--- config.mk ---
export PLATFORM = sky130hd
export DESIGN_NAME = nn_layer_sequencer
export DESIGN_NICKNAME = d
export VERILOG_FILES = /design/src/rtl/nn_ctrl_pkg.sv /design/src/rtl/nn_phase_counter.sv /design/src/rtl/nn_layer_sequencer.sv
export SDC_FILE = /design/constraint.sdc
export NUM_CORES = 1
export LEC_CHECK = 0
export CORE_MARGIN = 5
export CORE_UTILIZATION = 45
export CTS_CLUSTER_SIZE = 20
export DETAILED_ROUTE_END_ITERATION = 16
export DONT_BUFFER_PORTS = 1
export GPL_TIMING_DRIVEN = 0
export HOLD_SLACK_MARGIN = 0.15
export PLACE_DENSITY = 0.67
export SLEW_MARGIN = 30
export SYNTH_ARGS = -nofsm -noshare
export SYNTH_HDL_FRONTEND = slang
export SYNTH_HIERARCHICAL = 1
export SYNTH_SLANG_ARGS = --single-unit
--- constraint.sdc ---
create_clock -name clk -period 4.7 [get_ports clk]
set_input_delay 0.94 -clock clk [delete_from_list [all_inputs] [get_ports clk]]
set_output_delay 0.94 -clock clk [all_outputs]
set_load 0.05 [all_outputs]
--- src/rtl/nn_ctrl_pkg.sv ---
// Shared types, default latencies and the layer-size field helper for the NN sequencer.
package nn_ctrl_pkg;

  typedef enum logic [2:0] {
    ST_IDLE  = 3'd0,
    ST_LOAD  = 3'd1,
    ST_MAC   = 3'd2,
    ST_AF    = 3'd3,
    ST_WRITE = 3'd4,
    ST_NEXT  = 3'd5,
    ST_DONE  = 3'd6
  } nn_state_e;

  localparam int DEF_LOAD_EXTRA = 3;
  localparam int DEF_MAC_LAT    = 10;
  localparam int DEF_AF_LAT     = 32;

  // Upper bounds for the generic field extractor; callers zero-extend into these.
  localparam int unsigned SIZES_MAX_W = 512;
  localparam int unsigned FIELD_MAX_W = 16;

  // Return field k (nw bits wide) of a packed per-layer array; out-of-range k yields 0.
  function automatic logic [FIELD_MAX_W-1:0] layer_field(
    input logic [SIZES_MAX_W-1:0] sizes,
    input int unsigned            k,
    input int unsigned            nw
  );
    logic [SIZES_MAX_W-1:0] sh;
    logic [FIELD_MAX_W-1:0] fld;
    sh  = sizes >> (k * nw);
    fld = '0;
    for (int unsigned b = 0; b < FIELD_MAX_W; b++) begin
      if (b < nw) fld[b] = sh[b];
    end
    return fld;
  endfunction

endpackage

--- src/rtl/nn_phase_counter.sv ---
// Loadable down-counter with enable and terminal-count flag, used to time LOAD/MAC/AF phases.
module nn_phase_counter #(
  parameter int CW = 8
) (
  input  logic          i_clk,
  input  logic          i_rst_n,
  input  logic          i_load,
  input  logic [CW-1:0] i_load_val,
  input  logic          i_en,
  output logic          o_tc
);

  logic [CW-1:0] r_count;

  // Load has priority; decrement stops at zero.
  always_ff @(posedge i_clk or negedge i_rst_n) begin
    if (!i_rst_n) begin
      r_count <= '0;
    end else if (i_load) begin
      r_count <= i_load_val;
    end else if (i_en && (r_count != '0)) begin
      r_count <= r_count - CW'(1);
    end
  end

  assign o_tc = (r_count == '0);

endmodule

--- src/rtl/nn_layer_sequencer.sv ---
// Layer-by-layer inference sequencer: issues load/MAC/activation/output enables per layer and input.
module nn_layer_sequencer
  import nn_ctrl_pkg::*;
#(
  parameter  int MAX_LAYERS = 8,
  parameter  int NW         = 6,
  parameter  int IW         = 10,
  parameter  int LOAD_EXTRA = DEF_LOAD_EXTRA,
  parameter  int MAC_LAT    = DEF_MAC_LAT,
  parameter  int AF_LAT     = DEF_AF_LAT,
  parameter  int CW         = 8,
  localparam int NLW        = $clog2(MAX_LAYERS + 1),
  localparam int LW         = (MAX_LAYERS > 1) ? $clog2(MAX_LAYERS) : 1
) (
  input  logic                   clk,
  input  logic                   rst_n,
  input  logic                   start,
  input  logic                   abort,
  input  logic [NLW-1:0]         no_layers,
  input  logic [MAX_LAYERS*NW-1:0] layer_sizes,
  input  logic [IW-1:0]          n_in,
  input  logic                   mem_ready,
  output logic                   weight_en,
  output logic                   bias_en,
  output logic                   compute_en,
  output logic                   af_en,
  output logic                   output_shft_en,
  output logic                   output_wr_en,
  output logic                   output_sel,
  output logic                   bias_sel,
  output logic                   layer_start,
  output logic                   busy,
  output logic                   done,
  output logic                   cfg_err,
  output logic [LW-1:0]          layer,
  output logic [IW-1:0]          i
);

  nn_state_e r_state;
  nn_state_e w_nstate;

  logic [LW-1:0]            r_layer, w_nlayer;
  logic [IW-1:0]            r_i, w_ni;
  logic [NLW-1:0]           r_no_layers;
  logic [MAX_LAYERS*NW-1:0] r_sizes;
  logic [IW-1:0]            r_n_in;

  logic r_weight_en, r_bias_en, r_compute_en, r_af_en;
  logic r_shft, r_wr, r_out_sel, r_bias_sel, r_lstart;
  logic r_busy, r_done, r_cfg_err;

  logic          w_cnt_load, w_cnt_en, w_tc;
  logic [CW-1:0] w_cnt_val;
  logic          w_accept, w_cfg_chk, w_cfg_bad, w_last;
  logic          w_shft, w_lstart;

  logic [SIZES_MAX_W-1:0] w_sizes_in, w_sizes_lat;
  logic [NW-1:0]          w_fld_first, w_fld_cur, w_fld_next, w_fld_prev;
  logic [IW-1:0]          w_fm1;

  assign w_sizes_in  = SIZES_MAX_W'(layer_sizes);
  assign w_sizes_lat = SIZES_MAX_W'(r_sizes);

  assign w_fld_first = NW'(layer_field(w_sizes_in, 0, NW));
  assign w_fld_cur   = NW'(layer_field(w_sizes_lat, 32'(r_layer), NW));
  assign w_fld_next  = NW'(layer_field(w_sizes_lat, 32'(r_layer) + 32'd1, NW));
  assign w_fld_prev  = NW'(layer_field(w_sizes_lat, 32'(r_layer) - 32'd1, NW));

  // Last input index of the current layer: fan-in is n_in for layer 0, else previous layer size.
  assign w_fm1  = (r_layer == '0) ? r_n_in : IW'(w_fld_prev);
  assign w_last = ((NLW'(r_layer) + NLW'(1)) == r_no_layers);

  assign w_cfg_bad = (no_layers == '0) || (no_layers > NLW'(MAX_LAYERS));

  nn_phase_counter #(.CW(CW)) u_phase_cnt (
    .i_clk      (clk),
    .i_rst_n    (rst_n),
    .i_load     (w_cnt_load),
    .i_load_val (w_cnt_val),
    .i_en       (w_cnt_en),
    .o_tc       (w_tc)
  );

  // Next-state, next-index and phase-counter control.
  always_comb begin
    w_nstate   = r_state;
    w_nlayer   = r_layer;
    w_ni       = r_i;
    w_cnt_load = 1'b0;
    w_cnt_val  = '0;
    w_cnt_en   = 1'b0;
    w_shft     = 1'b0;
    w_lstart   = 1'b0;
    w_accept   = 1'b0;
    w_cfg_chk  = 1'b0;
    if (abort) begin
      w_nstate = ST_IDLE;
    end else begin
      unique case (r_state)
        ST_IDLE, ST_DONE: begin
          if (start) begin
            w_cfg_chk = 1'b1;
            if (w_cfg_bad) begin
              w_nstate = ST_IDLE;
            end else begin
              w_accept   = 1'b1;
              w_nstate   = ST_LOAD;
              w_nlayer   = '0;
              w_ni       = '0;
              w_cnt_load = 1'b1;
              w_cnt_val  = CW'(w_fld_first) + CW'(LOAD_EXTRA);
              w_lstart   = 1'b1;
            end
          end
        end
        ST_LOAD: begin
          if (mem_ready) begin
            if (w_tc) begin
              w_nstate   = ST_MAC;
              w_cnt_load = 1'b1;
              w_cnt_val  = CW'(MAC_LAT - 1);
            end else begin
              w_cnt_en = 1'b1;
            end
          end
        end
        ST_MAC: begin
          if (w_tc) begin
            if (r_i != w_fm1) begin
              w_nstate   = ST_LOAD;
              w_ni       = r_i + IW'(1);
              w_cnt_load = 1'b1;
              w_cnt_val  = CW'(w_fld_cur) + CW'(LOAD_EXTRA);
              w_shft     = (r_layer != '0);
            end else begin
              w_nstate   = ST_AF;
              w_cnt_load = 1'b1;
              w_cnt_val  = CW'(AF_LAT - 1);
            end
          end else begin
            w_cnt_en = 1'b1;
          end
        end
        ST_AF: begin
          if (w_tc) w_nstate = ST_WRITE;
          else      w_cnt_en = 1'b1;
        end
        ST_WRITE: w_nstate = ST_NEXT;
        ST_NEXT: begin
          if (w_last) begin
            w_nstate = ST_DONE;
          end else begin
            w_nstate   = ST_LOAD;
            w_nlayer   = r_layer + LW'(1);
            w_ni       = '0;
            w_cnt_load = 1'b1;
            w_cnt_val  = CW'(w_fld_next) + CW'(LOAD_EXTRA);
            w_lstart   = 1'b1;
          end
        end
        default: w_nstate = ST_IDLE;
      endcase
    end
  end

  // State, indices, latched configuration and sticky config error.
  always_ff @(posedge clk or negedge rst_n) begin
    if (!rst_n) begin
      r_state     <= ST_IDLE;
      r_layer     <= '0;
      r_i         <= '0;
      r_no_layers <= '0;
      r_sizes     <= '0;
      r_n_in      <= '0;
      r_cfg_err   <= 1'b0;
    end else begin
      r_state <= w_nstate;
      r_layer <= w_nlayer;
      r_i     <= w_ni;
      if (w_accept) begin
        r_no_layers <= no_layers;
        r_sizes     <= layer_sizes;
        r_n_in      <= n_in;
      end
      if (w_cfg_chk) r_cfg_err <= w_cfg_bad;
    end
  end

  // Moore outputs decoded from the next state so they switch on the same edge as the state.
  always_ff @(posedge clk or negedge rst_n) begin
    if (!rst_n) begin
      r_weight_en  <= 1'b0;
      r_bias_en    <= 1'b0;
      r_compute_en <= 1'b0;
      r_af_en      <= 1'b0;
      r_shft       <= 1'b0;
      r_wr         <= 1'b0;
      r_out_sel    <= 1'b0;
      r_bias_sel   <= 1'b0;
      r_lstart     <= 1'b0;
      r_busy       <= 1'b0;
      r_done       <= 1'b0;
    end else begin
      r_weight_en  <= (w_nstate == ST_LOAD);
      r_bias_en    <= (w_nstate == ST_LOAD);
      r_compute_en <= (w_nstate == ST_MAC) || (w_nstate == ST_AF);
      r_af_en      <= (w_nstate == ST_AF);
      r_shft       <= w_shft;
      r_wr         <= (w_nstate == ST_WRITE);
      r_out_sel    <= (w_nstate == ST_LOAD) && (w_nlayer != '0);
      r_bias_sel   <= (w_nstate == ST_LOAD) && (w_ni != '0);
      r_lstart     <= w_lstart;
      r_busy       <= (w_nstate != ST_IDLE) && (w_nstate != ST_DONE);
      r_done       <= (w_nstate == ST_DONE);
    end
  end

  assign weight_en      = r_weight_en;
  assign bias_en        = r_bias_en;
  assign compute_en     = r_compute_en;
  assign af_en          = r_af_en;
  assign output_shft_en = r_shft;
  assign output_wr_en   = r_wr;
  assign output_sel     = r_out_sel;
  assign bias_sel       = r_bias_sel;
  assign layer_start    = r_lstart;
  assign busy           = r_busy;
  assign done           = r_done;
  assign cfg_err        = r_cfg_err;
  assign layer          = r_layer;
  assign i              = r_i;

endmodule

==> implementation parameters <==
Parameter                              Value

Drt
  Wire length after detailed routing    24700 um
  DRC violation count after routing    0
  Detail Route Antenna Nets    0
  Routed length per placed instance    between 20 and 25 um
  Vias per std cell    between 6 and 7
  Detailed-router iteration count before antenna repair    5
  DRC marker count from the first detailed-route iteration    roughly 800
  Total via count in the routed design    7117

Critical path
  Nature of the critical path endpoint    register
  Critical path launch point    layer[0]
  CP required    4920 ps
  Flop2flop setup slack    -330 ps
  Critical path launch point type    register
  Worst-path maximum fanout    19
  Crit path capture    bias_sel
  Arrival time at the worst endpoint    approximately 5300 ps
  Category of the most critical setup path    reg2reg
  Number of cells on the worst reg-to-reg path    20
  FF-to-FF Start    layer[0]
  FF-to-FF End    bias_sel

CTS
  Skew-Pair Late Insertion Delay    between 300 and 400 ps
  Root cell of the clock tree    sky130_fd_sc_hd__clkbuf_16
  Count of H-tree levels built during CTS    3
  Clock-pin slew reported for the worst setup and hold paths after clock tree synthesis    70 ps
  TritonCTS clock tree    done
  Sinks on Clock Net    97
  Number of buffers created by CTS    9
  Deepest clock path buffer count    2

Power
  Cell internal power dissipation    1.89 mW
  Portion of total power attributed to the clock network    22.2%
  Fraction of power consumed by sequential logic    44.5%
  Net Sw Power    1.21 mW
  Net Sw Frac    39.0%
  Combinational power share    between 30% and 40%
  Ratio of total power to cell area    352 nW/um2
  Maximum vdd ir drop    0.000214 V
  Lkg Pwr    3.56 nW

Cells and area
  Fraction of the core area covered by cells at the end of the flow    a little over half
  Commonest cells after routing, fill and taps aside    226 x sky130_fd_sc_hd__nand2_1, 94 x sky130_fd_sc_hd__dfrtp_1, 62 x sky130_fd_sc_hd__mux2i_1
  Antenna fix cells    0
  Final Net Count    998
  Most common cell after layout, fill and taps aside    sky130_fd_sc_hd__nand2_1
  Ratio of cells with drive above 1 in the final layout    20.0%
  Count of placed standard cells in the final layout, fillers left out    1142
  Area added between synthesis and finish    17.4%

GRT
  Remaining Overflow, GRT    0
  Number of antenna violations at the first check in global routing    0
  Overall fraction of global-route tracks in use    25.2%
  First-pass GRT wire length    38600 um
  Largest net degree at the start of global routing    a little under 100
  Vias in the first global route    roughly 6700

Synthesis
  Dominant combinational cell family by area after synthesis    simple AND/OR/NAND/NOR gates
  Total standard cell area after synthesis    7490 um2
  Number of enable-type register cells in the synthesized netlist    0
  FF+latch count, synth    97
  Netlist cell types    87
  Per-instance average area after synthesis    8.63 um2
  Post-synthesis sequential area ratio    32.4%
  Post-Synthesis Net Count    about 950
  Post-synthesis share of cell area spent on and, or, nand and nor gates    around a quarter
  Multiplexer share of the synthesized area    15.7%
  Xor and xnor area share after synthesis    2.69%
  YS warnings    6
  Synth Area in Compound Gates    ~17%
  Prevailing post-synth register cell    sky130_fd_sc_hd__dfrtp_1
  Gate count of the mapped netlist    868
  Share of synthesized registers carrying an async set or reset    100%
  Fraction of the mapped netlist area in adder cells    2.51%

Run status
  Failing checks    setup timing
  Status    finished with violations

Timing
  Worst Slack Setup Final    -330 ps
  Slew of the pin with the lowest slew margin    783 ps
  Max-slew headroom at the worst pin    47.7%
  Final setup violation count    12
  Final slew viol count    0
  Summed negative setup slack over all endpoints    -1390 ps
  Number of hold violations in the final report    0
  Clk_skew    6.02 ps
  Fmax    199 MHz
  Setup repair after global routing missed its margin    true
  Period minus WS final    5030 ps
  Final worst-path cycle share    107%

Floorplanning
  I/O pin count    92
  Total Die Area    19300 um2
  Number of rows in the core area    47
  Die height    around 140 um
  Die width    around 140 um
  Initial core utilization    45.5%
  Core outline area    16500 um2

Hold path
  Type of the tightest min-delay check    in2async

Placement
  Final Wtd Congestion    1.01
  Detailed Place HPWL    17500 um
  Cell count after placement    1088
  IO Port Bufs    0

Job
  Max_cap viols    0
[per-layer routing]
| metal | GRT usage (%) | share of wire (%) | vias to the layer above |
|---|---|---|---|
| met5 | 0 | 0 | - |
| met4 | 9.73 | 3.2 | 0 |
| met3 | 8.03 | 10 | 59 |
| met2 | 36.5 | 44 | 387 |
| met1 | 35.0 | 42 | 3426 |
| li1 | - | - | 3245 |
[synthesized netlist by cell type, types with 6 or more instances]
cell type	n	share of area, %
sky130_fd_sc_hd__nand2_1	229	11
sky130_fd_sc_hd__dfrtp_1	97	32
sky130_fd_sc_hd__mux2i_1	64	8.6
sky130_fd_sc_hd__nor2_1	31	1.6
sky130_fd_sc_hd__o21ai_0	29	1.9
sky130_fd_sc_hd__a21oi_1	24	1.6
sky130_fd_sc_hd__clkbuf_1	23	1.2
sky130_fd_sc_hd__inv_1	20	1.0
sky130_fd_sc_hd__mux4_2	20	6.0
sky130_fd_sc_hd__nand3_1	20	1.3
sky130_fd_sc_hd__a31oi_1	19	1.6
sky130_fd_sc_hd__xnor2_1	18	2.1
sky130_fd_sc_hd__nand2b_1	17	1.4
sky130_fd_sc_hd__o221ai_1	17	2.0
sky130_fd_sc_hd__nor3_1	16	1.1
sky130_fd_sc_hd__buf_2	15	1.0
sky130_fd_sc_hd__ha_1	11	1.8
sky130_fd_sc_hd__o22ai_1	10	0.84
sky130_fd_sc_hd__nor3b_1	8	0.80
sky130_fd_sc_hd__and2_1	7	0.58
sky130_fd_sc_hd__a311oi_1	6	0.70
sky130_fd_sc_hd__mux2_2	6	0.90
sky130_fd_sc_hd__nor2b_1	6	0.50
sky130_fd_sc_hd__nor4_1	6	0.50
sky130_fd_sc_hd__o211ai_1	6	0.60
sky130_fd_sc_hd__or2_2	6	0.50
[cell families (layout without fill, tap and decap cells)]
| family | Yosys count | after routing |
|---|---|---|
| buffers and inverters | 78 | 132 |
| and+or+nand+nor | 386 | 386 |
| muxes | 91 | 91 |
| DFF | 97 | 97 |
| adders and majority gates | 14 | 14 |
| other | 1 | 1 |
| xor gates and xnor gates | 23 | 23 |
| AOI/OAI and AO/OA | 178 | 178 |
[worst min path at each step]
stage               slack (ps)     endpoint       from
floorplan                  450    r_n_in[3]  r_n_in[3]
global placement           460    r_n_in[3]  r_n_in[3]
detailed placement         470    r_n_in[3]  r_n_in[3]
CTS                        260  r_sizes[14]      rst_n
global route               260  r_sizes[14]      rst_n
finish                     270  r_sizes[14]      rst_n
[timing repair]
item | CTS | global route
pin swaps | 21 | 21
gates resized for setup | 58 | 39
setup endpoints to repair | 27 | 27
setup buffers | 23 | 23
hold buffers | 0 | 0
cloned | 1 | 0
[critical path, cell delays in order (launching register included)]
cell and delay (ps):
sky130_fd_sc_hd__dfrtp_4 600, sky130_fd_sc_hd__buf_12 190, sky130_fd_sc_hd__clkbuf_4 220, sky130_fd_sc_hd__buf_8 210, sky130_fd_sc_hd__buf_4 210, sky130_fd_sc_hd__nor3_1 220, sky130_fd_sc_hd__ha_1 320, sky130_fd_sc_hd__a211oi_4 90
sky130_fd_sc_hd__buf_4 150, sky130_fd_sc_hd__nor3_4 340, sky130_fd_sc_hd__nand4_1 280, sky130_fd_sc_hd__and3b_2 320, sky130_fd_sc_hd__a2111oi_4 340, sky130_fd_sc_hd__a2111oi_4 50, sky130_fd_sc_hd__buf_4 180, sky130_fd_sc_hd__a21boi_4 260
sky130_fd_sc_hd__buf_4 170, sky130_fd_sc_hd__a31oi_1 70, sky130_fd_sc_hd__a211o_1 310, sky130_fd_sc_hd__nor3b_2 180, sky130_fd_sc_hd__a41oi_1 140
[metrics by stage]
step           instance area [um2]  power [mW]  hold WS [ps]  setup WS (ps)
2_1_floorplan                 7580        2.00           446           -242
3_3_place_gp                  7850        2.26           464          -1600
3_5_place_dp                  7850        2.28           466          -1620
4_1_cts                       8520        3.04           260           -381
5_1_grt                       8790        3.28           255           -433
6_report                      8790        3.10           267           -330
[registers in the layout (all words and copies together), names as in the netlist, 3 cells and up]
name / count
r_n_in: 10
u_phase_cnt/r_count: 8
r_sizes: 48
i: 10
r_no_layers: 4
r_state: 3
layer: 3
[power groups by stage]
| stage | logic (mW) | clock network, mW | registers (mW) |
|---|---|---|---|
| CTS | 0.969 | 0.704 | 1.36 |
| global route | 1.14 | 0.740 | 1.40 |
| floorplan | 0.743 | 0 | 1.25 |
| detailed placement | 0.909 | 0 | 1.37 |
| finish | 1.03 | 0.688 | 1.38 |
| global placement | 0.889 | 0 | 1.38 |
[layout make-up]
cell class | count | area [um2]
clock buffers | 11 | 243
fillers | 1554 | 7670
plain buffers | 48 | 339
inverters | 23 | 116
multi-input cells | 693 | 4980
flip-flops and latches | 97 | 2440
well taps | 220 | 275
repair buffers | 46 | 384
clock inverters | 4 | 20.0
Power figures use the tool's default switching activity.
==> variant 1, RTL diff (config.mk and constraints unchanged) <==
`r_i` no longer has a reset.
--- a/src/rtl/nn_layer_sequencer.sv
+++ b/src/rtl/nn_layer_sequencer.sv
@@ -168,7 +168,6 @@
     if (!rst_n) begin
       r_state     <= ST_IDLE;
       r_layer     <= '0;
-      r_i         <= '0;
       r_no_layers <= '0;
       r_sizes     <= '0;
       r_n_in      <= '0;
@@ -176,7 +175,6 @@
     end else begin
       r_state <= w_nstate;
       r_layer <= w_nlayer;
-      r_i     <= w_ni;
       if (w_accept) begin
         r_no_layers <= no_layers;
         r_sizes     <= layer_sizes;
@@ -184,6 +182,10 @@
       end
       if (w_cfg_chk) r_cfg_err <= w_cfg_bad;
     end
+  end
+
+  always_ff @(posedge clk) begin
+    r_i <= w_ni;
   end
 
   // Moore outputs decoded from the next state so they switch on the same edge as the state.
Behaviour: same outputs for any inputs over 4 cycles, from zero or initial values and one cycle with rst_n low; that may be too few to reach the edited logic, so the function may still have changed.
==> variant 1 against the unedited design <==
The run still ends with setup timing left; area after synthesis is 0.67% lower; clock power is 20% higher; hold slack better by 0.73 ps; routed wire length is 1.8% higher; worst setup slack worse by 22 ps; sequential share of layout area is 1.2 points lower; core utilization is 1.4 points higher; combinational power is 4% higher; total power is 6.0% higher; sequential cell count stayed put; count of clock-buffer cells in the layout stayed put; cell count is 0.44% higher; non-clock buffer count is 4 higher; final area is 2.3% higher; critical endpoint unchanged.
==> variant 1: results (changes against the unedited design) <==
metric	value	unit	change
status	complete, but fails checks		unchanged
drive_gt1_frac	0.221		was 0.200
dpl_worst_slack	-1630	ps	was -1620 ps
grt.total_usage	0.255		was 0.252
cp_slowest_stage_delay	700	ps	was 600 ps
slowest_stage	fa_2		was dfrtp_4
crit_fanout	7		was 19
use_met1	0.354		was 0.350
final_cells	1147		was 1,142
grt_max_degree	88		was 98
synth_common_cells	nand2_1 (229), dfrtp_1 (87), mux2i_1 (64), nor2_1 (31), o21ai_0 (29)		was nand2_1 (229), dfrtp_1 (97), mux2i_1 (64), nor2_1 (31), o21ai_0 (29)
reg2reg_depth	21		was 20
ir_drop	195	uV	was 214 uV
holdWs	268	ps	was 267 ps
postPlaceCellArea	7810	um^2	was 7850 um^2
drt_iter0_drc	761		was 790
vias_per_cell	6.24		was 6.23
grt_util_met2	0.388		was 0.365
async_flop_share	0.897		was 1.00
violations	setup timing		unchanged
setup_viol	16		was 12
cp_top_family	compound AO/OA/AOI/OAI gates		was simple AND/OR/NAND/NOR gates
first_global_vias	6759		was 6,722
wl_met3	2.50	mm	was 2.60 mm
use_met3	0.0690		was 0.0803
worst_ep_arrival_time	5280	ps	was 5250 ps
ys_seq_area_frac	0.320		was 0.324
routed_wl	25.2	mm	was 24.7 mm
setup_ws	-352	ps	was -330 ps
cellLeakagePower	3.60	nW	was 3.56 nW
-- variant 1: where the power goes --
part	internal [W]	switching (W)
sequential	0.00103	0.000362
combinational	0.000516	0.000553
clock	0.000494	0.000330
total	0.00204	0.00124
-- variant 1: cells by family (layout without fill, tap and decap cells) --
group | after synthesis | in the layout | share of synthesized area
muxes | 91 | 91 | 0.158
buffers and inverters | 78 | 137 | 0.0558
AOI/OAI and AO/OA | 178 | 178 | 0.172
other | 1 | 1 | 0.000504
DFF | 97 | 97 | 0.320
and+or+nand+nor | 386 | 386 | 0.242
adders and majority gates | 14 | 14 | 0.0252
xor gates and xnor gates | 23 | 23 | 0.0271
-- variant 1: layout make-up --
cell class,count,share of cell area
clock buffers,11,0.0281
multi-input cells,693,0.566
flip-flops and latches,97,0.266
repair buffers,50,0.0513
well taps,220,0.0306
plain buffers,48,0.0369
clock inverters,5,0.00862
inverters,23,0.0129
==> variant 2, RTL diff (config.mk and constraints unchanged) <==
Without the edit above. `CW` is set to 8 in 2 places; all go to 4.
--- a/src/rtl/nn_phase_counter.sv
+++ b/src/rtl/nn_phase_counter.sv
@@ -1,6 +1,6 @@
 // Loadable down-counter with enable and terminal-count flag, used to time LOAD/MAC/AF phases.
 module nn_phase_counter #(
-  parameter int CW = 8
+  parameter int CW = 4
 ) (
   input  logic          i_clk,
   input  logic          i_rst_n,
--- a/src/rtl/nn_layer_sequencer.sv
+++ b/src/rtl/nn_layer_sequencer.sv
@@ -8,7 +8,7 @@
   parameter  int LOAD_EXTRA = DEF_LOAD_EXTRA,
   parameter  int MAC_LAT    = DEF_MAC_LAT,
   parameter  int AF_LAT     = DEF_AF_LAT,
-  parameter  int CW         = 8,
+  parameter  int CW         = 4,
   localparam int NLW        = $clog2(MAX_LAYERS + 1),
   localparam int LW         = (MAX_LAYERS > 1) ? $clog2(MAX_LAYERS) : 1
 ) (
Formal check against the unedited RTL: not equivalent (Yosys sat finds a counterexample within 4 cycles, from zero or initial values and one cycle with rst_n low).
==> variant 2 against the unedited design <==
Die area fell by 7.6%; sequential cell count down 4; routed wire length is 15% lower; area after synthesis shrank 8.1%; largest cell class unchanged; largest power group unchanged; worst setup slack improved by 440 ps; total power is 9.6% higher; final area down 12%; maximum frequency up 9.5%.
==> variant 2: results (changes against the unedited design) <==
metric	value	unit	change
wl_per_cell	23.7	um	was 21.7 um
grt_pass1_wl	33.3	mm	was 38.6 mm
gp_congestion	0.959		was 1.01
cp_top_family	compound AO/OA/AOI/OAI gates		was simple AND/OR/NAND/NOR gates
yosys.area_share.adder	0.0240		was 0.0251
fin_nets	776		was 998
reg2reg_depth	19		was 20
cts-resized-gates	41		was 58
syn-num-nets	751		was 948
drt_iter0_drc	506		was 790
critPathLaunch	layer[1]		was layer[0]
cellLeakagePower	3.11	nW	was 3.56 nW
cts_setup_buffers	11		was 23
min_period	4590	ps	was 5030 ps
clock_skew	5.77	ps	was 6.02 ps
synth_compound_area_frac	0.172		was 0.171
rrSetupSlack	110	ps	was -330 ps
muxShareOfSynthArea	0.251		was 0.157
synthTopCellsByArea	dfrtp_1 (34%), mux2_2 (11%), mux2i_1 (7.6%)		was dfrtp_1 (32%), nand2_1 (11%), mux2i_1 (8.6%)
postPlaceCellArea	7120	um^2	was 7850 um^2
drive_gt1_frac	0.266		was 0.200
first_global_vias	5914		was 6,722
yosysMostFrequentCell	dfrtp_1		was nand2_1
ys_seq_area_frac	0.338		was 0.324
fillers	1393		was 1,554
synth_top_family_by_area	multiplexers		was simple AND/OR/NAND/NOR gates
grt_max_degree	94		was 98
grt.total_usage	0.239		was 0.252
ir_drop	340	uV	was 214 uV
crit_fanout	10		was 19
status	complete, no violations		was complete, but fails checks
synth_xor_xnor_area_share	0.0191		was 0.0269
synth_cell_types	90		was 87
## variant 2: cell types whose count changed in the layout (fill, tap and decap cells not counted), sizes merged, moves of 10 or more
cell   change
a31oi     -11
buf       -34
mux2      +67
mux2i     -12
nand2    -188
nand3     -11
nor2      +10
xnor2     -10
## variant 2: per-stage QoR
step | power [W] | hold WS, ps | cells | TNS (ps) | utilization
2_1_floorplan | 0.00223 | 467 | 672 | 0 | -
4_1_cts | 0.00338 | 266 | 887 | 0 | 0.507
3_3_place_gp | 0.00254 | 503 | 860 | -15430 | 0.472
6_report | 0.00340 | 277 | 890 | 0 | 0.514
3_5_place_dp | 0.00259 | 511 | 860 | -15340 | 0.472
5_1_grt | 0.00358 | 258 | 890 | -5.46 | 0.514
## variant 2: layout make-up
| type | count | area (um^2) | area share |
|---|---|---|---|
| Buffer | 43 | 315 | 0.0407 |
| Clock buffer | 13 | 260 | 0.0336 |
| Clock inverter | 3 | 43.8 | 0.00565 |
| Inverter | 25 | 108 | 0.0139 |
| Multi-Input combinational cell | 507 | 4320 | 0.557 |
| Sequential cell | 93 | 2340 | 0.301 |
| Tap cell | 188 | 235 | 0.0303 |
| Timing Repair Buffer | 18 | 135 | 0.0174 |
## variant 2: kinds of logic (layout without fill, tap and decap cells)
| group | Yosys count | in the layout |
|---|---|---|
| buffers and inverters | 72 | 102 |
| AND/OR/NAND/NOR | 181 | 181 |
| adder cells (fa/ha/maj) | 12 | 12 |
| flip-flops | 93 | 93 |
| XOR/XNOR | 15 | 15 |
| multiplexers | 142 | 142 |
| AO/OA/AOI/OAI | 157 | 157 |
## variant 2: metal layers
| layer | wire length (um) | GRT usage |
|---|---|---|
| met5 | 0 | 0 |
| met2 | 10100 | 0.391 |
| met4 | 819 | 0.0994 |
| met3 | 1400 | 0.0525 |
| met1 | 8860 | 0.307 |
